$ cat src/rtl/output_packer.sv
// -----------------------------------------------------------------------------
// output_packer
//
// Packs a stream of byte-wide quantized results into 32-bit words and stores
// them in a FIFO for later readout. Results are packed little-endian: result
// k of a word lands in bits [8k+7:8k]. A partial word can be pushed early with
// flush; unused upper lanes of a flushed word are zero.
//
// Handshake semantics:
//   in_valid  one-cycle strobe; in_data[BYTE_SIZE-1:0] is captured on that edge.
//   rd_en     request to pop; when the FIFO holds a word, rd_data/rd_valid
//             present it on the following cycle (registered, latency 1).
//             When the FIFO is empty the request is ignored: rd_valid stays
//             low and rd_data keeps its previous value.
//   No backpressure exists on the input side. A word that completes while the
//   FIFO is full, with no pop in the same cycle, is dropped and sets the
//   sticky overflow flag.
//
// Priority, highest first: rst_n, en (low freezes everything), clear,
// then in_valid / flush / rd_en.
//
// Ports:
//   clk       rising-edge clock
//   rst_n     synchronous active-low reset
//   en        global enable; low holds all state and forces rd_valid low
//   in_valid  result strobe
//   in_data   result; only the low BYTE_SIZE bits are used
//   flush     push the partial word, if any
//   clear     soft clear of FIFO, lane counter and overflow flag
//   rd_en     pop request
//   rd_data   popped word
//   rd_valid  one-cycle pulse qualifying rd_data
//   count     number of stored words (0..FIFO_DEPTH)
//   empty     count == 0
//   full      count == FIFO_DEPTH
//   lane      number of bytes held in the partial word
//   overflow  sticky: a completed word was dropped
// -----------------------------------------------------------------------------
module output_packer #(
    parameter int BYTE_SIZE  = 8,
    parameter int INT32_SIZE = 32,
    parameter int FIFO_DEPTH = 16
) (
    input  logic                        clk,
    input  logic                        rst_n,
    input  logic                        en,
    input  logic                        in_valid,
    input  logic [INT32_SIZE-1:0]       in_data,
    input  logic                        flush,
    input  logic                        clear,
    input  logic                        rd_en,
    output logic [INT32_SIZE-1:0]       rd_data,
    output logic                        rd_valid,
    output logic [$clog2(FIFO_DEPTH):0] count,
    output logic                        empty,
    output logic                        full,
    output logic [1:0]                  lane,
    output logic                        overflow
);

    // The 2-bit lane output implies four lanes per word.
    localparam int LANES = INT32_SIZE / BYTE_SIZE;
    localparam int AW    = $clog2(FIFO_DEPTH);
    localparam int CW    = AW + 1;

    localparam logic [CW-1:0] DEPTH_C   = CW'(FIFO_DEPTH);
    localparam logic [AW-1:0] PTR_ONE   = AW'(1);
    localparam logic [1:0]    LAST_LANE = 2'(LANES - 1);

    // ---------------------------------------------------------------------
    // State
    // ---------------------------------------------------------------------
    logic [1:0]            lane_q,     lane_d;
    logic [INT32_SIZE-1:0] pack_q,     pack_d;
    logic [AW-1:0]         wr_ptr_q,   wr_ptr_d;
    logic [AW-1:0]         rd_ptr_q,   rd_ptr_d;
    logic [CW-1:0]         count_q,    count_d;
    logic                  full_q,     full_d;
    logic                  empty_q,    empty_d;
    logic                  overflow_q, overflow_d;
    logic                  rd_valid_q, rd_valid_d;
    logic [INT32_SIZE-1:0] rd_data_q,  rd_data_d;

    // Storage is deliberately not reset; pointers and count define validity.
    logic [INT32_SIZE-1:0] mem_q [FIFO_DEPTH];

    // ---------------------------------------------------------------------
    // Datapath decode
    // ---------------------------------------------------------------------
    logic [BYTE_SIZE-1:0]  in_byte;
    logic                  active;
    logic                  push_req;
    logic                  pop_ok;
    logic                  wr_ok;
    logic [INT32_SIZE-1:0] push_word;

    // Upper result bits carry no information for this block.
    logic unused_in_bits;
    assign unused_in_bits = ^in_data[INT32_SIZE-1:BYTE_SIZE];

    always_comb begin
        in_byte = in_data[BYTE_SIZE-1:0];
        active  = en && !clear;

        // A word leaves the packer when the last lane fills, or on flush if
        // there is at least one byte (held or arriving this cycle).
        push_req = active &&
                   ((in_valid && (lane_q == LAST_LANE)) ||
                    (flush && (in_valid || (lane_q != 2'd0))));

        // Pop is evaluated before push, so a pop on an empty FIFO is a
        // no-op even when a push lands in the same cycle.
        pop_ok = active && rd_en && !empty_q;

        // A push while full survives only if a pop frees a slot this cycle.
        wr_ok = push_req && (!full_q || pop_ok);
    end

    // Held bytes plus the incoming byte at the current lane. Lanes above the
    // current one are always zero in pack_q, so a flushed word is zero-padded.
    always_comb begin
        push_word = pack_q;
        for (int k = 0; k < LANES; k++) begin
            if (in_valid && (lane_q == 2'(k))) begin
                push_word[k*BYTE_SIZE +: BYTE_SIZE] = in_byte;
            end
        end
    end

    // ---------------------------------------------------------------------
    // Next-state logic
    // ---------------------------------------------------------------------
    always_comb begin
        lane_d     = lane_q;
        pack_d     = pack_q;
        wr_ptr_d   = wr_ptr_q;
        rd_ptr_d   = rd_ptr_q;
        count_d    = count_q;
        overflow_d = overflow_q;
        rd_data_d  = rd_data_q;
        rd_valid_d = 1'b0;

        if (en) begin
            if (clear) begin
                lane_d     = 2'd0;
                pack_d     = '0;
                wr_ptr_d   = '0;
                rd_ptr_d   = '0;
                count_d    = '0;
                overflow_d = 1'b0;
            end else begin
                // Packing side
                if (push_req) begin
                    lane_d = 2'd0;
                    pack_d = '0;
                end else if (in_valid) begin
                    lane_d = lane_q + 2'd1;
                    pack_d = push_word;
                end

                // FIFO read side
                if (pop_ok) begin
                    rd_data_d  = mem_q[rd_ptr_q];
                    rd_valid_d = 1'b1;
                    rd_ptr_d   = rd_ptr_q + PTR_ONE;
                end

                // FIFO write side; pointers wrap modulo FIFO_DEPTH naturally
                if (wr_ok) begin
                    wr_ptr_d = wr_ptr_q + PTR_ONE;
                end

                if (push_req && !wr_ok) begin
                    overflow_d = 1'b1;
                end

                count_d = count_q + CW'(wr_ok) - CW'(pop_ok);
            end
        end

        // Flags registered from the next count so they agree with count.
        full_d  = (count_d == DEPTH_C);
        empty_d = (count_d == '0);
    end

    // ---------------------------------------------------------------------
    // Registers
    // ---------------------------------------------------------------------
    always_ff @(posedge clk) begin
        if (!rst_n) begin
            lane_q     <= 2'd0;
            pack_q     <= '0;
            wr_ptr_q   <= '0;
            rd_ptr_q   <= '0;
            count_q    <= '0;
            full_q     <= 1'b0;
            empty_q    <= 1'b1;
            overflow_q <= 1'b0;
            rd_valid_q <= 1'b0;
            rd_data_q  <= '0;
        end else begin
            lane_q     <= lane_d;
            pack_q     <= pack_d;
            wr_ptr_q   <= wr_ptr_d;
            rd_ptr_q   <= rd_ptr_d;
            count_q    <= count_d;
            full_q     <= full_d;
            empty_q    <= empty_d;
            overflow_q <= overflow_d;
            rd_valid_q <= rd_valid_d;
            rd_data_q  <= rd_data_d;
        end
    end

    always_ff @(posedge clk) begin
        if (rst_n && wr_ok) begin
            mem_q[wr_ptr_q] <= push_word;
        end
    end

    // ---------------------------------------------------------------------
    // Outputs
    // ---------------------------------------------------------------------
    assign rd_data  = rd_data_q;
    assign rd_valid = rd_valid_q;
    assign count    = count_q;
    assign empty    = empty_q;
    assign full     = full_q;
    assign lane     = lane_q;
    assign overflow = overflow_q;

endmodule

$ cat config.mk
export PLATFORM = sky130hd
export DESIGN_NAME = output_packer
export DESIGN_NICKNAME = d
export VERILOG_FILES = /design/src/rtl/output_packer.sv
export SDC_FILE = /design/constraint.sdc
export NUM_CORES = 1
export LEC_CHECK = 0
export ABC_AREA = 1
export BUFFER_PORTS_ARGS = -buffer_cell sky130_fd_sc_hd__buf_4
export CAP_MARGIN = 15
export CORE_MARGIN = 4
export CORE_UTILIZATION = 45
export CTS_BUF_LIST = sky130_fd_sc_hd__clkbuf_2 sky130_fd_sc_hd__clkbuf_4 sky130_fd_sc_hd__clkbuf_8
export CTS_CLUSTER_SIZE = 30
export DETAILED_ROUTE_END_ITERATION = 12
export GPL_TIMING_DRIVEN = 0
export PLACE_DENSITY = 0.58
export SETUP_SLACK_MARGIN = 0.3
export SLEW_MARGIN = 20
export SYNTH_ARGS = -nofsm -noshare
export SYNTH_HDL_FRONTEND = slang
export SYNTH_SLANG_ARGS = --single-unit
export TNS_END_PERCENT = 20
$ cat constraint.sdc
create_clock -name clk -period 3.3 [get_ports clk]
set_input_delay 0.33 -clock clk [delete_from_list [all_inputs] [get_ports clk]]
set_output_delay 0.33 -clock clk [all_outputs]
set_load 0.05 [all_outputs]
==> results of run 1 <==
-- cell type report --
type                            count  area [sq um]  area share [%]
Clock inverter                     29         135.1          0.4520
Clock buffer                      159          1901           6.357
Timing Repair Buffer              105          1210           4.047
Multi-Input combinational cell   1510          6782           22.68
Inverter                          330          1239           4.143
Tap cell                          748         935.9           3.130
Sequential cell                   595         17040           56.99
Buffer                            138         656.9           2.197
-- cell families (layout without fill, tap and decap cells) --
kind of cell,after synthesis,in the layout,synth area share [%]
adder cells (fa/ha/maj),15,15,0.7665
AND/OR/NAND/NOR,1410,1410,23.20
flip-flops,595,595,66.90
buffers and inverters,468,761,7.385
AO/OA/AOI/OAI,81,81,1.616
XOR/XNOR,4,4,0.1376
-- sequential cells by signal (all words and copies together) (netlist names) --
| signal | cells |
|---|---|
| mem_q | 512 |
| pack_q | 32 |
| rd_data | 32 |
| count | 5 |
| rd_ptr_q | 4 |
| wr_ptr_q | 4 |
| lane | 2 |
| empty | 1 |
| full | 1 |
| overflow | 1 |
| rd_valid | 1 |
-- critical path, stage by stage --
cell and delay (ps):
sky130_fd_sc_hd__dlygate4sd3_1 530, sky130_fd_sc_hd__buf_4 180, sky130_fd_sc_hd__inv_1 240, sky130_fd_sc_hd__clkbuf_1 520
sky130_fd_sc_hd__nor2_4 340, sky130_fd_sc_hd__nand2_2 190, sky130_fd_sc_hd__nor2_4 640, sky130_fd_sc_hd__buf_16 260
-- per-layer routing --
layer / up-vias / GRT usage, %
li1: 8842 / -
met1: 9035 / 34.81
met2: 843 / 42.38
met3: 170 / 3.718
met4: 2 / 8.960
met5: - / 0
-- power breakdown --
part | switching (mW) | internal (mW) | total, mW
Combinational | 0.201 | 0.0702 | 0.272
Sequential | 0.00497 | 8.10 | 8.11
Clock | 3.00 | 3.65 | 6.65
Total | 3.21 | 11.8 | 15.0
-- cell usage in the layout (no fill, tap or decap), types with 11 or more instances in the layout --
cell type	count
sky130_fd_sc_hd__nand2_1	903
sky130_fd_sc_hd__edfxtp_1	512
sky130_fd_sc_hd__nand3_1	360
sky130_fd_sc_hd__inv_1	324
sky130_fd_sc_hd__clkbuf_8	113
sky130_fd_sc_hd__dfxtp_1	81
sky130_fd_sc_hd__nor2_1	76
sky130_fd_sc_hd__buf_2	72
sky130_fd_sc_hd__buf_4	65
sky130_fd_sc_hd__clkbuf_4	46
sky130_fd_sc_hd__a21oi_1	42
sky130_fd_sc_hd__clkbuf_1	41
sky130_fd_sc_hd__nand4_1	35
sky130_fd_sc_hd__o21ai_2	28
sky130_fd_sc_hd__buf_1	19
sky130_fd_sc_hd__nor2_4	18
sky130_fd_sc_hd__clkinv_1	18
sky130_fd_sc_hd__buf_6	16
sky130_fd_sc_hd__ha_1	14
sky130_fd_sc_hd__nand2_2	12
sky130_fd_sc_hd__buf_16	11
-- path summary, 6_finish.rpt --
check                                from                      end  slack [ps]  cells after the start
setup / recovery                    rst_n   mem_q[8][30]$_DFFE_PP_         430                      8
setup reg to reg         empty$_SDFF_PN1_         empty$_SDFF_PN1_         540                     20
hold / removal                      flush    overflow$_SDFFE_PN0P_          60                      5
hold reg to reg   pack_q[23]$_SDFFE_PN0P_  pack_q[23]$_SDFFE_PN0P_         460                      2
-- what timing repair did --
item / in CTS / in global routing
endpoints found under the setup margin: 0 / 3
hold buffers: 3 / 0
hold endpoints to repair: 13 / 0
buffers inserted: 0 / 3
resized for setup: 0 / 9
==> results.md, run 1 <==
- Cell count after synthesis: around 2600
- Total design power: 15.03 mW
- Biggest area consumer among synthesized cells: sky130_fd_sc_hd__edfxtp_1
- Layout cell share with drive strength beyond 1: between 10% and 20%
- Syn Nets: 2627
- Residual DRC: 0
- Number of routed nets with antenna violations: 0
- Final core utilization: a little over half
- Horiz. Die Dim: between 200 and 250 microns
- Dominant register cell in the synthesized netlist: sky130_fd_sc_hd__edfxtp_1
- Post-route worst hold slack: roughly 62 ps
- Setup Skew: slightly above 40 ps
- Diode count: 0
- Synth area leaders: sky130_fd_sc_hd__edfxtp_1 (60%), sky130_fd_sc_hd__nand2_1 (13%), sky130_fd_sc_hd__nand3_1 (7.1%), sky130_fd_sc_hd__dfxtp_1 (6.5%), sky130_fd_sc_hd__inv_1 (4.8%)
- Minimum setup slack after placement: 121.4 ps
- DR vias: 18890
- Worst EP required: approximately 3700 ps
- Final non-filler cell area: 29900 sq um
- Number of instances in the placed design: 3420
- Outcome: complete, no violations
- EDFF count, synth: 512
- Number of iterations in the first detailed-routing pass: 5
- Wire length on met1: 32.52 mm
- Slew Limit Fails: 0
- Antenna violations before repair: 1
- Number of warnings issued by yosys: 0
- Cell area after placement: 27780 sq um
- Layout Cells excl Fill: 3614
- Share of synthesized area occupied by flip-flops and latches: roughly two thirds
- Post-layout worst setup margin: approximately 430 ps
- Worst Hold Class: in -> reg
- Vias in the first global route: 18150
- Launching element type of the critical path: input pin
- Die footprint: 60460 sq um
- Share of synthesized flip-flops with an asynchronous set or reset: 0%
- Quantity of I/O buffers inserted on ports: 57
- Maximum vdd drop: 0.3022 mV
- Total length of routed met3 wires: 5.900 mm
- Highest routed layer: met5
- Endpoint kind of the worst setup timing path: flip-flop
- Met2 wire len: 36.21 mm
- Number of sinks driven by the clock tree: 595
- Post-detailed-routing wire length: approximately 77 mm
- Syn Area/Cell: 9.897 sq um
- Post-synthesis sequential element count: 595
- Clk_lat worst skew: 710 ps
- Post-layout min period: between 2000 and 3000 ps
- Post-Syn Area: between 20000 and 30000 sq um
- Share of Yosys cell area claimed by the top area cell type: 60.37%
- Global-route usage over all layers: 25.61%
- Pwr per Cell Area: 502.7 nW/um^2
- Maximum number of pins on one net before global-route repair: 20
- Average wire per standard cell: 21.34 microns
- Setup tns final: 0 ps
- Number of buffers on the longest clock path: 3
- Top cells by count, synth: sky130_fd_sc_hd__nand2_1 (905), sky130_fd_sc_hd__edfxtp_1 (512), sky130_fd_sc_hd__nand3_1 (360), sky130_fd_sc_hd__inv_1 (324), sky130_fd_sc_hd__nor2_1 (93)
- Floorplan die height: 245.9 microns
- Dominant cell by count in the synthesized netlist: sky130_fd_sc_hd__nand2_1
- I/O pin total: 82
- Data arrival at the endpoint of the critical path: between 3000 and 4000 ps
- Normalized max-slew margin: 24.71%
- Via density: 5.227
- Final hold violation count: 0
- Layout area overhead: 17.40%
- Starting utilization of the core area: 45.86%
- Row Count: 86
- Detailed placement HPWL: 52.04 mm
- Count of routing violations after the opening detailed-route iteration: roughly 1900
- Number of distinct library cells after synthesis: 29
- Max-Cap Viols: 0
- Core ar.: 55520 sq um
- H-tree levels: 3
- Total CTS buffers: between 100 and 150
- Clk slew on worst S/H paths: 60 ps
- Global-route wire length before repair: approximately 110 mm
- FMAX: 0.3481 GHz
- RSZ-0062 raised after global routing: false
- Weighted congestion reported at the end of routability-driven placement: 0.8825
- Clock root cell: sky130_fd_sc_hd__clkbuf_8
- Share of the cycle needed by the critical path after routing: 87.05%
- Aggregate global routing overflow: 0
- Worst setup path class: in -> reg
- Fill cell instance count of the final layout: between 4000 and 5000
- Total Nets Final: 2835
- Largest fanout on the critical path: 17
- TritonCTS clock tree: yes
- Static leakage power: 12.40 nW
- Count of final setup violators: 0
- Transition time at the pin with the least slew margin: 1129 ps
(Power assumes the default switching activity.)
==> inputs of run 2 (changes only) <==
Settings changed: CORE_MARGIN 4 to 2.
==> run 2 against run 1 <==
  * Clock-buffer cell count is 19 lower
  * Clock power up 3.9%
  * Utilization down 0.45 points
  * Critical path depth increased by 13
  * Routed wire length increased by 0.63%
  * Global-route usage grew 0.90 points
  * Cell count up 0.25%
  * Critical path type unchanged
  * Largest cell class unchanged
  * Largest power group unchanged
==> results.md, run 2 (same netlist as run 1, synthesis figures left out) <==
- Outcome: complete, no violations
- Layout Cells excl Fill: about 3600
- Worst EP required: roughly 3900 ps
- Minimum setup slack after placement: 95.06 ps
- Endpoint kind of the worst setup timing path: flip-flop
- Total CTS buffers: 101
- Worst Hold Class: in -> reg
- Register with the most flip-flops: mem_q
- NetSw: 3.292 mW
- Number of sinks driven by the clock tree: just under 600
- Floorplan die height: between 200 and 250 microns
- Number of cells on the worst reg-to-reg path: 19
- Largest register FFs: between 500 and 600
- Antenna violations before repair: 1
- Number of buffers on the longest clock path: 3
- Final hold violation count: 0
- Global-route usage over all layers: 26.50%
- Starting utilization of the core area: 45.34%
- Largest fanout on the critical path: 10
- Pwr per Cell Area: 509.7 nW/um^2
- Count of final setup violators: 0
- FMAX: between 0.3 and 0.4 GHz
- Launching element type of the critical path: input pin
- Setup slack of the worst register-to-register path: 480 ps
- Clock root cell: sky130_fd_sc_hd__clkbuf_8
- Total Nets Final: roughly 2800
- Transition time at the pin with the least slew margin: 1069 ps
- Cell family with most CP delay: buffers and inverters
- RSZ-0062 raised after global routing: false
- Logic depth of the worst path, buffers included: 21
- Most frequent cell on the critical path: sky130_fd_sc_hd__inv_1
- Worst setup path class: in -> reg
- Setup Skew: 66.90 ps
- Buffers and inverters on the worst path: 10
- Number of iterations in the first detailed-routing pass: 5
- Layout area overhead: 17.77%
- Post-layout min period: ~2900 ps
- Cell-by-cell trace of the critical path: dlygate4sd3_1 -> buf_4 -> nor2_4 -> nand2_4 -> inv_2 -> buf_6 -> buf_6 -> ha_1 -> inv_1 -> ha_1 -> inv_1 -> fa_1 -> inv_1 -> nand2_1 -> nand2_1 -> o21ai_0 -> inv_1 -> nand2_1 -> nor2_1 -> inv_1 -> nor2_1
- Residual DRC: 0
- Highest cell delay on the worst timing path: 530 ps
- Layout cell share with drive strength beyond 1: between 10% and 20%
- Maximum vdd drop: 0.4023 mV
- I/O pin total: 82
- Detailed placement HPWL: 51.86 mm
- Endpoint of the lowest-slack register-to-register path: full$_SDFF_PN0_
- Average wire per standard cell: between 20 and 25 microns
- Setup tns final: 0 ps
- Static leakage power: 12.42 nW
- Combinational power share: 1.8%
- Normalized max-slew margin: between 20% and 30%
- Die footprint: 58510 sq um
- Most common cell after layout, fill and taps aside: sky130_fd_sc_hd__nand2_1
- Weighted congestion reported at the end of routability-driven placement: 0.8508
- Fraction of power spent switching nets: 21.53%
- DR vias: between 15000 and 20000
- Clk pwr share: 45.2%
- Destination of the worst hold path: overflow$_SDFFE_PN0P_
- H-tree levels: 3
- Worst hold start: flush
- Horiz. Die Dim: roughly 240 microns
- Fill cell instance count of the final layout: 5000
- Count of routing violations after the opening detailed-route iteration: 1788
- Aggregate global routing overflow: 0
- Flop pwr share: 53.0%
- Vias in the first global route: 17900
- Clk_lat worst skew: 730 ps
- Quantity of I/O buffers inserted on ports: 57
- Worst flop-to-flop path startpoint: empty$_SDFF_PN1_
- Post-detailed-routing wire length: slightly below 80 mm
- P_int: roughly 12 mW
- Final core utilization: 53.39%
- Post-layout worst setup margin: approximately 440 ps
- Row Count: 87
- Most frequent cells in the layout: sky130_fd_sc_hd__nand2_1 (903), sky130_fd_sc_hd__edfxtp_1 (512), sky130_fd_sc_hd__nand3_1 (360), sky130_fd_sc_hd__inv_1 (324), sky130_fd_sc_hd__clkbuf_8 (111)
- Max-Cap Viols: 0
- Slew Limit Fails: 0
- Data arrival at the endpoint of the critical path: 3510 ps
- Depth of the worst hold-timing path: 5
- Clk slew on worst S/H paths: ~60 ps
- Library cell contributing the largest single delay on the critical path: sky130_fd_sc_hd__dlygate4sd3_1
- Global-route wire length before repair: 114.3 mm
- Core ar.: 56170 sq um
- Post-route worst hold slack: 41.91 ps
- Via density: 5.224
- Maximum number of pins on one net before global-route repair: 20
- TritonCTS clock tree: yes
- Share of the cycle needed by the critical path after routing: between 80% and 90%
- Number of instances in the placed design: 3427
- Number of routed nets with antenna violations: 0
==> run 2: cell types whose count changed in the layout (fill, tap and decap cells not counted), sizes merged <==
cell         delta
clkinvlp        +2
inv             -2
dlygate4sd3     +2
buf             -3
diode           +1
bufinv          +5
clkinv         +15
clkbuf         -19
==> run 2: worst min-delay path: stages <==
cell and delay [ps]:
sky130_fd_sc_hd__buf_4 100, sky130_fd_sc_hd__inv_1 50, sky130_fd_sc_hd__nand2_2 80, sky130_fd_sc_hd__nand3_2 70, sky130_fd_sc_hd__o31ai_1 60
==> run 2: area by class of cell <==
cell class / instances / area, sq um / area share (%)
Timing Repair Buffer: 104 / 1215 / 4.051
Clock inverter: 49 / 365.4 / 1.218
Multi-Input combinational cell: 1510 / 6789 / 22.64
Clock buffer: 140 / 1745 / 5.820
Sequential cell: 595 / 17040 / 56.81
Inverter: 330 / 1239 / 4.130
Antenna cell: 1 / 2.502 / 0.008344
Buffer: 138 / 649.4 / 2.165
Tap cell: 756 / 945.9 / 3.154
==> run 2: metal layers <==
layer / share of wire (%) / GRT usage, % / up-vias / routed length (microns)
li1: - / - / 8842 / -
met1: 41 / 35.67 / 9122 / 32180
met2: 47 / 43.33 / 802 / 36560
met3: 8.3 / 4.528 / 161 / 6404
met4: 3.2 / 9.731 / 0 / 2462
met5: 0 / 0 / - / 0
==> run 2: through the flow <==
| stage | power, mW | instance area (sq um) |
|---|---|---|
| 2_1_floorplan | 8.404 | 25470 |
| 3_3_place_gp | 8.503 | 26840 |
| 3_5_place_dp | 8.526 | 27790 |
| 4_1_cts | 15.35 | 29950 |
| 5_1_grt | 15.71 | 29990 |
| 6_report | 15.29 | 29990 |
==> run 2: power by group through the flow <==
stage	registers (mW)	clock network, mW	logic [mW]
global placement	8.27	0	0.234
finish	8.11	6.91	0.272
CTS	8.11	6.98	0.266
global route	8.10	7.32	0.291
detailed placement	8.27	0	0.260
floorplan	8.28	0	0.128
==> run 2: worst max path at each step <==
| stage | startpoint | end | slack (ps) |
|---|---|---|---|
| global route | clear | empty$_SDFF_PN1_ | 300 |
| global placement | rst_n | mem_q[3][21]$_DFFE_PP_ | -1830 |
| CTS | clear | empty$_SDFF_PN1_ | 320 |
| detailed placement | en | empty$_SDFF_PN1_ | 100 |
| finish | clear | full$_SDFF_PN0_ | 440 |
| floorplan | lane[0]$_SDFFE_PN0P_ | mem_q[0][0]$_DFFE_PP_ | -110 |
==> run 2: what timing repair did <==
item                                    4_1_cts  5_1_grt
resized for setup                             0        7
hold endpoints to repair                     13        0
endpoints found under the setup margin        0        3
buffers inserted                              0        1
hold buffers                                  5        0
